<file path="config.mk">
export PLATFORM = sky130hd
export DESIGN_NAME = ram_burst_ctrl
export DESIGN_NICKNAME = d
export VERILOG_FILES = /design/src/rtl/ram_burst_ctrl.sv
export SDC_FILE = /design/constraint.sdc
export NUM_CORES = 1
export LEC_CHECK = 0
export ABC_CLOCK_PERIOD_IN_PS = 10600
export CORE_MARGIN = 3
export CORE_UTILIZATION = 40
export CTS_BUF_LIST = sky130_fd_sc_hd__clkbuf_16
export CTS_CLUSTER_SIZE = 12
export DETAILED_ROUTE_END_ITERATION = 10
export PLACE_DENSITY = 0.68
export REMOVE_ABC_BUFFERS = 1
export SLEW_MARGIN = 20
export SYNTH_ARGS = -nofsm -noshare
export SYNTH_HDL_FRONTEND = slang
export SYNTH_SLANG_ARGS = --single-unit
</file>
<file path="constraint.sdc">
create_clock -name clk -period 10.6 [get_ports clk]
set_input_delay 2.12 -clock clk [delete_from_list [all_inputs] [get_ports clk]]
set_output_delay 2.12 -clock clk [all_outputs]
set_load 0.005 [all_outputs]
</file>
<file path="src/rtl/ram_burst_ctrl.sv">
// Burst controller for the single-port RAM: one command becomes a stream of word accesses,
// with a 2-entry skid FIFO on the read side. Optional XOR checksum port under `BURST_CHKSUM_EN`.
module ram_burst_ctrl #(
  parameter int A_W   = 9,
  parameter int D_W   = 32,
  parameter int LEN_W = 10
) (
  input  logic             clk,
  input  logic             rst,
  input  logic             cmd_valid,
  output logic             cmd_ready,
  input  logic             cmd_write,
  input  logic [A_W-1:0]   cmd_base,
  input  logic [LEN_W-1:0] cmd_len,
  input  logic [D_W-1:0]   wr_data,
  input  logic             wr_valid,
  output logic             wr_ready,
  output logic [D_W-1:0]   rd_data,
  output logic             rd_valid,
  input  logic             rd_ready,
  output logic             ram_ena,
  output logic             ram_wea,
  output logic [A_W-1:0]   ram_addr,
  output logic [D_W-1:0]   ram_din,
  input  logic [D_W-1:0]   ram_dout,
  input  logic             ram_read_valid,
  output logic             busy,
  output logic             done
`ifdef BURST_CHKSUM_EN
  ,
  output logic [D_W-1:0]   chksum
`endif
);

  localparam logic [1:0] S_IDLE  = 2'd0;
  localparam logic [1:0] S_WRITE = 2'd1;
  localparam logic [1:0] S_READ  = 2'd2;
  localparam logic [1:0] S_DRAIN = 2'd3;

  logic [1:0]       st_q;
  logic [A_W-1:0]   base_q;
  logic [LEN_W-1:0] len_q;
  logic [LEN_W-1:0] cnt_q;
  logic [LEN_W-1:0] cnt_inc;
  logic             done_q;
  logic             vld_p1;
  logic [D_W-1:0]   fifo_mem [2];
  logic             wr_ptr;
  logic             rd_ptr;
  logic [1:0]       occ;
  logic [1:0]       occ_nxt;
  logic [2:0]       pend;
  logic             accept;
  logic             wr_fire;
  logic             issue;
  logic             push;
  logic             pop;
  logic [A_W-1:0]   addr_sum;

  // cmd_ready is forced low while reset is held so every output reads 0 during reset.
  assign cmd_ready = (st_q == S_IDLE) && !rst;
  assign wr_ready  = (st_q == S_WRITE);
  assign busy      = (st_q != S_IDLE);
  assign done      = done_q;
  assign accept    = cmd_valid && cmd_ready;
  assign wr_fire   = (st_q == S_WRITE) && wr_valid;

  assign rd_valid = (occ != 2'd0);
  assign rd_data  = fifo_mem[rd_ptr];
  assign pop      = rd_valid && rd_ready;
  assign push     = ram_read_valid && ((st_q == S_READ) || (st_q == S_DRAIN));
  assign occ_nxt  = occ + {1'b0, push} - {1'b0, pop};

  // Credit: words in the FIFO plus the one in flight, minus this cycle's pop, must leave room.
  assign pend    = {1'b0, occ} + {2'b0, vld_p1};
  assign issue   = (st_q == S_READ) && (cnt_q < len_q) && (pend < (3'd2 + {2'b0, pop}));
  assign cnt_inc = cnt_q + 1'b1;

  assign addr_sum = base_q + cnt_q[A_W-1:0];
  assign ram_addr = ((st_q == S_WRITE) || (st_q == S_READ)) ? addr_sum : '0;
  assign ram_din  = wr_fire ? wr_data : '0;
  assign ram_wea  = wr_fire;
  assign ram_ena  = wr_fire || issue;

  always_ff @(posedge clk or posedge rst) begin
    if (rst) begin
      st_q   <= S_IDLE;
      base_q <= '0;
      len_q  <= '0;
      cnt_q  <= '0;
      done_q <= 1'b0;
      vld_p1 <= 1'b0;
    end else begin
      done_q <= 1'b0;
      // p0 -> p1: a read issued now has its RAM data valid next cycle
      vld_p1 <= issue;
      case (st_q)
        S_IDLE: begin
          if (accept) begin
            if (cmd_len == '0) begin
              done_q <= 1'b1;
            end else begin
              base_q <= cmd_base;
              len_q  <= cmd_len;
              cnt_q  <= '0;
              st_q   <= cmd_write ? S_WRITE : S_READ;
            end
          end
        end
        S_WRITE: begin
          if (wr_fire) begin
            cnt_q <= cnt_inc;
            if (cnt_inc == len_q) begin
              st_q   <= S_IDLE;
              done_q <= 1'b1;
            end
          end
        end
        S_READ: begin
          if (issue) begin
            cnt_q <= cnt_inc;
            if (cnt_inc == len_q) st_q <= S_DRAIN;
          end
        end
        default: begin
          if (!vld_p1 && (occ_nxt == 2'd0)) begin
            st_q   <= S_IDLE;
            done_q <= 1'b1;
          end
        end
      endcase
    end
  end

  always_ff @(posedge clk or posedge rst) begin
    if (rst) begin
      fifo_mem[0] <= '0;
      fifo_mem[1] <= '0;
      wr_ptr      <= 1'b0;
      rd_ptr      <= 1'b0;
      occ         <= 2'd0;
    end else begin
      // p1 -> p2: RAM output captured into the skid FIFO
      if (push) begin
        fifo_mem[wr_ptr] <= ram_dout;
        wr_ptr           <= ~wr_ptr;
      end
      if (pop) rd_ptr <= ~rd_ptr;
      occ <= occ_nxt;
    end
  end

`ifdef BURST_CHKSUM_EN
  always_ff @(posedge clk or posedge rst) begin
    if (rst) begin
      chksum <= '0;
    end else if (accept) begin
      chksum <= '0;
    end else if (wr_fire) begin
      chksum <= chksum ^ wr_data;
    end else if (pop && ((st_q == S_READ) || (st_q == S_DRAIN))) begin
      chksum <= chksum ^ rd_data;
    end
  end
`endif

endmodule
</file>
======== Yosys cells after proc, flatten, opt, wreduce, memory -nomap -nowiden ========
Cells that the tools add are included.
word-level totals
  flip-flop bits (word level) ............. 101
operators by class
  muxes and demuxes ....................... 28
  equality and inequality tests ........... 10
  reduce and logical (&&, ||, !) cells .... 24
  order comparisons ....................... 5
  bitwise logic cells ..................... 5
  add/subtract/negate cells ............... 6
operators by type and width
  operator                                                  count
  two-way mux 32 bit                                        5
  bitwise mux 64 bit                                        1
  two-way mux 10 bit                                        4
  demux 32 bit (select 1 bit)                               1
  one-hot mux 10 bit (3 select lines)                       1
  two-way mux 2 bit                                         8
  adder 10 x 1 -> 10 bit, second input constant             1
  equality test 10 bit                                      1
  zero test 10 bit                                          1
  less-than comparator 10 bit                               1
  adder 9 bit                                               1
  logical AND 1 bit                                         9
  two-way mux 9 bit                                         1
  AND reduction 7 bit                                       1
  inequality test 2 x 1 -> 1 bit, second input constant     3
  inequality test 2 bit, second input constant              3
  one-hot mux 2 bit (3 select lines)                        1
  two-way mux 1 bit                                         5
  AND reduction 5 bit                                       1
  equality test 2 bit, second input constant                2
  greater-or-equal comparator 2 bit, second input constant  2
  zero test 2 bit                                           2
  inverter 1 -> 2 bit                                       2
  nonzero test 2 bit                                        2
  14 further kinds                                          19

======== Depth between registers and ports, before layout ========
  depth in word-level cells ............... 9
  depth in mapped cells ................... 13

======== Worst setup path before layout ========
No wires, ideal clock.
  path kind ............................... in2reg
  start ................................... input rst
  end ..................................... register st_q[1]
  path buffers ............................ 1
  setup time .............................. 0.127 ns
  cell stages on the path ................. 7
  required time ........................... 10.473 ns
  setup slack ............................. 4.963 ns
  arrival ................................. 5.510 ns
  path through ............................ inv_1 nand3_1 a22o_1 clkbuf_1 nor4_1 a31oi_1 o32a_2
on the way
  word-level cells in the longest chain between the ends .. 5
ends and longest elaborated chain
  item                             line  source
  start: declaration               9     input logic rst,
  zero test 1 bit (no line)        --
  logical AND 1 bit                61    assign cmd_ready = (st_q == S_IDLE) && !rst;
  logical AND 1 bit                65    assign accept = cmd_valid && cmd_ready;
  inequality test 2 bit (no line)  --
  AND reduction 7 bit (no line)    --
  end signal: assignment           106   st_q <= cmd_write ? S_WRITE : S_READ;
  end: declaration                 40    logic [1:0] st_q;
No other way between the ends.
A chain may end at the register's enable or synchronous reset.

======== Worst setup path in the final report ========
  start ................................... input wr_valid
  end ..................................... output ram_ena
on the way
  word-level cells in the longest chain between the ends .. 2
ends and longest elaborated chain
  item                line  source
  start: declaration  16    input logic wr_valid,
  logical AND 1 bit   66    assign wr_fire = (st_q == S_WRITE) && wr_valid;
  logical OR 1 bit    83    assign ram_ena = wr_fire || issue;
  end: declaration    21    output logic ram_ena,
No other way between the ends.

==> flow_summary.toml <==
[status]
status = "finished, final reports clean"

[yosys]
netlist_area_sq_um = 5600
ys_types = 50
avgSynthCellArea_sq_um = 11.5
synth_cells = 487
yosysWarnings = 0
synth_seq_area_share_pct = 45.1
synthTopCellsByArea = "dfrtp_1, mux2_2, ha_1"
synth_edf_count = 0
synth_seq_cells = 101
synth_commonest_cells = "mux2_2, dfrtp_1, and3_1"
yosysMostFrequentCell = "mux2_2"
synthFlopType = "dfrtp_1"
synth_top_cell_by_area = "dfrtp_1"
synth_top_area_share_pct = 45.1
async_reset_ff_share_pct = 100

[grt]
antenna_found_initial = 0
first_global_vias = 4535
gr-usage-all-layers_pct = 18.0
grt_max_degree = 65
gr-total-overflow = 0
grt_pass1_wl_um = 22900

[power]
p_leak_nw = 3.34
ir_drop_v = 0.000157
powerDensity_nw_per_um2 = 284

[timing]
fin_tns_setup_ns = 0
hold_viol = 0
rsz0062_at_grt = "no"
tightest_slew_ns = 1.05
skew_ns = 0.00660
maxSlewHeadroom_pct = 29.9
whs_ns = 0.502
fin_crit_ns = 6.22
clock.fmax_mhz = 161
drv_slew = 0
setup_viol = 0
fin_crit_sh_pct = 58.7

[cts]
htreeDepth = 3
cts_tree = "built"
postCtsSetupRepairBufs = 0
clock-root-buffer = "clkbuf_16"
path_clk_slew_ns = 0.07
clk_path_buf_depth = 2
ctsResizeCount = 0
cts_made_buffers = 9
cts.sinks = 101
insertion_delay_ns = 0.35
ctsHoldBuffers = 0

[floorplan]
ios = 170
die_h_um = 124
initial_core_util_pct = 41.7
fp-row-count = 42
fp.dieW_um = 124
die_area_sq_um = 15500
core_area_sq_um = 13500

[setup_path]
criticalPathCategory = "primary input to primary output"
critPathMaxFanout = 34
rr_startpoint = "st_q[0]"
crit_path_start_kind = "primary input"
rrSetupSlack_ns = 7.25
worstReg2RegEnd = "st_q[1]"
crit_required_ns = 8.48
r2r_cells = 12
end_kind = "primary output"
cp.arrival_ns = 4.10

[layout]
insertedDiodeCount = 0
final_nets = 764
stdcell_area_sq_um = 7770
synthToLayoutAreaGrowth_pct = 38.6
fillCellCount = 1190
drive_gt1_share_pct = 21.0

[drt]
viasPerCell = 5.26
dr.pass1.iters = 4
wl_per_cell_um = 16.8
postRouteAntennaNets = 0
drt_iter0_drc = 221
finalWirelength_um = 13900
drc_errors = 0
vias = 4351

[hold_path]
min_path_type = "register to register"
hold_path_depth = 1
min_to = "fifo_mem[23]"
min_from = "fifo_mem[23]"

[placement]
postPlaceCellArea_sq_um = 7460
port_buffers = 169
gp_congestion = 0.806
place.detailed.hpwl_um = 10100

[run]
maxCapViolCount = 0
per-stage QoR:
stage	util, %	instances	setup slack (ns)	total power (W)
global route	57.8	827	4.26	0.00237
finish	57.8	827	4.38	0.00221
detailed placement	55.4	811	4.42	0.00187
global placement	55.4	811	4.49	0.00183
CTS	57.8	827	4.41	0.00223
floorplan	-	463	5.04	0.00135
cell type report:
class	instances	area, sq um	area share, %
multi-input cells	336	2890	37.2
flip-flops and latches	101	2530	32.5
well taps	176	220	2.83
repair buffers	172	1710	22.1
clock buffers	9	225	2.90
clock inverters	7	88.8	1.14
inverters	26	100	1.29
worst max-delay path by stage:
stage               startpoint        to  slack (ns)
finish                wr_valid   ram_ena        4.38
global placement      wr_valid   ram_ena        4.49
detailed placement    wr_valid   ram_ena        4.42
CTS                   wr_valid   ram_ena        4.41
floorplan                  rst  cnt_q[7]        5.04
global route          wr_valid   ram_ena        4.26
per-layer routing:
layer	wire length, um	up-vias	GRT usage [%]
li1	-	2066	-
met1	6400	2153	23.0
met2	6630	107	29.8
met3	499	25	3.69
met4	357	0	6.90
met5	0	-	0
cells by family after synthesis:
logic type	synth area share [%]
and+or+nand+nor	11.7
muxes	21.5
DFF	45.1
AOI/OAI and AO/OA	8.10
buffers and inverters	3.39
adders and majority gates	6.39
xor gates and xnor gates	3.88
state kept, by name (all words and copies together), names as in the netlist:
name	flops
base_q	9
cnt_q	10
done	1
fifo_mem	64
len_q	10
occ	2
rd_ptr	1
st_q	2
vld_p1	1
wr_ptr	1
worst max-delay path: stages:
cell,delay (ns)
clkdlybuf4s50_1,0.85
and2_1,0.38
or2_2,0.27
clkdlybuf4s50_1,0.47
power breakdown:
group / switching [W] / leakage, nW / internal [W] / total, W
combinational: 0.000476 / 1.96 / 0.000698 / 0.00117
clock: 0.000146 / 0.160 / 0.000206 / 0.000352
sequential: 0.000109 / 1.22 / 0.000572 / 0.000681
total: 0.000730 / 3.34 / 0.00148 / 0.00221
layout by cell type, fill, tap and decap left out, types with 3 or more instances in the layout:
master and n:
a211o_1 4, xnor2_1 18, o41ai_1 5, nor4_1 3, ha_1 27, o31ai_1 5, clkbuf_16 9, nor2b_1 8
dfrtp_1 101, o21ai_0 22, clkdlybuf4s50_1 169, and2_1 8, and3_1 34, a21oi_1 9, xor2_1 5, buf_4 3
mux2_2 105, or2_2 3, nor3_1 4, nand2_1 16, inv_1 27, nand3_1 11, nor2_1 8, o21a_1 3
No activity file was read; power rests on OpenSTA's default activity.
==> RTL edit: new RTL, config.mk and constraints unchanged <==
Add a define of `BURST_CHKSUM_EN`.
--- a/src/rtl/ram_burst_ctrl.sv
+++ b/src/rtl/ram_burst_ctrl.sv
@@ -2,2 +2,4 @@
 // with a 2-entry skid FIFO on the read side. Optional XOR checksum port under `BURST_CHKSUM_EN`.
+`define BURST_CHKSUM_EN
+
 module ram_burst_ctrl #(
Check against the original RTL (old outputs only; new: chksum): equivalent (equiv_simple and equiv_induct, registers matched by name and starting in step).
==> RTL edit against the original RTL <==
  * Clock skew up 5.1 ps
  * Largest power group unchanged
  * Non-clock buffer count up 34
  * Count of clock-buffer cells in the layout up 8
  * Routed wire length up 36%
  * Sequential cell count up 32
  * Sequential power up 33%
  * Setup slack worse by 250 ps
  * Highest routed layer unchanged
  * Power up 44%
  * Final area up 29%
  * Utilization down 0.29 points
  * Combinational power up 40%
  * First-iteration DRC count up 13%
  * Critical endpoint is now ram_din[12]
  * Synthesized area up 28%
==> RTL edit: results (changes against the original RTL) <==
* Pleak at 4.49 nW (+35%)
* Critical path's slowest cell: inv_2
* Final #Nets at 1013 (+33%)
* Largest net degree at the start of global routing at 71 (+9.2%)
* First-pass GRT wire length at 30.1 mm (+31%)
* Status: finished clean
* RePlAce Congestion at 0.859 (+6.6%)
* Synthesis Warnings at 0 (unchanged)
* # diodes at 0 (unchanged)
* Vias in the first global route at 5622 (+24%)
* Worst-path fanout max at 35 (+2.9%)
* Sequential area share after synthesis at 46.4% (+1.3 points)
* Clk_skew at 11.7 ps (+5.12 ps)
* Critical Path Max Stage Delay at 570 ps (-280 ps)
* Main synth FF type: dfrtp_1
* Port bufs at 201 (+19%)
* Worst reg-to-reg setup slack at 7400 ps (+150 ps)
* Post-synthesis compound-gate area fraction at 8.37% (+0.27 points)
* Finish-stage setup viols at 0 (unchanged)
* HP Class: flop to flop
* DR WL/cell at 16.6 microns (-0.99%)
* Htree depth at 4 (+1)
* Crit path arrival time at 4350 ps (+250 ps)
* XOR/XNOR Fraction of Synth Area at 6.59% (+2.7 points)
* Synth area leaders: dfrtp_1 (46%), mux2_2 (16%), xnor2_1 (5.7%), nand2_1 (4.9%), ha_1 (4.7%)
* Detailed Routing Iterations Pass 1 at 5 (+1)
* Share of layout cells above drive strength 1 at 17.4% (-3.6 points)
* Synthesized-area fraction occupied by adder cells at 4.99% (-1.4 points)
* Biggest regs: fifo_mem x64, chksum x32
* DP Wirelength at 13.3 mm (+32%)
* Clk root buf: clkbuf_16
* DRT iter0 DRCs at 250 (+13%)
* Yosys cell types at 53 (+6.0%)
* Vias per inst at 5.06 (-3.8%)
* Setup bufs post-CTS at 0 (unchanged)
* Worst VDD drop at 0.137 mV (-12%)
* Initial antenna violation count at 0 (unchanged)
* Ys async rst share at 100% (unchanged)
* Synth cell count leaders: dfrtp_1 (133), mux2_2 (105), nand2_1 (94), inv_1 (58), xnor2_1 (47)
* CTS Buffer Depth at 2 (unchanged)
* Clock Latency Late Sink at 420 ps (+70 ps)
* GRT Overall Usage at 19.2% (+1.2 points)
* Post-synthesis mux area share at 16.8% (-4.7 points)
* Num CTS Buffers at 17 (+8)
* Clk pin slew, worst setup/hold paths at 50 ps (-20 ps)
* Worst-Margin Slew at 1040 ps (-7.12 ps)
* Post-CTS Resized at 0 (unchanged)
[RTL edit: cell count changes in the layout (fill, tap and decap cells not counted), moves of 31 or more]
cell             change
dfrtp_1             +32
and3_1              -31
a21oi_1             +32
inv_1               +31
clkdlybuf4s50_1     +32
nor2_1              +37
nand2_1             +78
[RTL edit: through the flow]
stage / power [mW] / hold WS, ps / worst slack, ps / instance area, sq um / instances
after global placement: 2.54 / 482 / 3490 / 9380 / 1101
after global routing: 3.39 / 513 / 3970 / 10000 / 1133
after CTS: 3.20 / 503 / 3400 / 10000 / 1133
final: 3.17 / 498 / 4130 / 10000 / 1133
after floorplan: 1.83 / 468 / 3340 / 7030 / 670
after detailed placement: 2.55 / 487 / 3410 / 9380 / 1101
[RTL edit: area by class of cell]
cell class,count,area (sq um)
fillers,1506,7410
repair buffers,206,2050
clock inverters,15,206
inverters,60,230
flip-flops and latches,133,3330
clock buffers,17,425
well taps,225,282
multi-input cells,477,3490
[RTL edit: final timing paths]
| check | startpoint | endpoint | cells past startpoint |
|---|---|---|---|
| max | wr_valid | ram_din[12] | 7 |
| min | fifo_mem[18]$_DFFE_PP0P_ | fifo_mem[18]$_DFFE_PP0P_ | 1 |
| max reg2reg | st_q[0]$_DFFE_PP0P_ | st_q[1]$_DFFE_PP0P_ | 13 |
| min reg2reg | fifo_mem[18]$_DFFE_PP0P_ | fifo_mem[18]$_DFFE_PP0P_ | 1 |
| max in group asynchronous | rst | fifo_mem[50]$_DFFE_PP0P_ | 3 |
| min in group asynchronous | rst | len_q[0]$_DFFE_PP0P_ | 2 |
[RTL edit: cell families (layout without fill, tap and decap cells)]
family / count (synthesis) / count (layout)
adders and majority gates: 28 / 28
DFF: 133 / 133
xor gates and xnor gates: 54 / 54
buffers and inverters: 91 / 298
and+or+nand+nor: 189 / 189
muxes: 107 / 107
AOI/OAI and AO/OA: 99 / 99
[RTL edit: critical path: cells and delay by family]
kind	cells	cell delay (ps)
AND/OR/NAND/NOR	2	290
buffers and inverters	5	1900
[RTL edit: report_power, final]
group	switching [mW]	internal, mW
sequential	0.145	0.759
clock	0.230	0.396
combinational	0.724	0.913
[RTL edit: layer usage]
layer / share of wire [%] / vias to the layer above / track usage (%) / routed length (microns)
li1: - / 2772 / - / -
met4: 0.65 / 0 / 4.69 / 123
met1: 47 / 2769 / 26.1 / 8810
met5: 0 / - / 0 / 0
met3: 5.0 / 10 / 3.93 / 935
met2: 48 / 182 / 31.7 / 8970
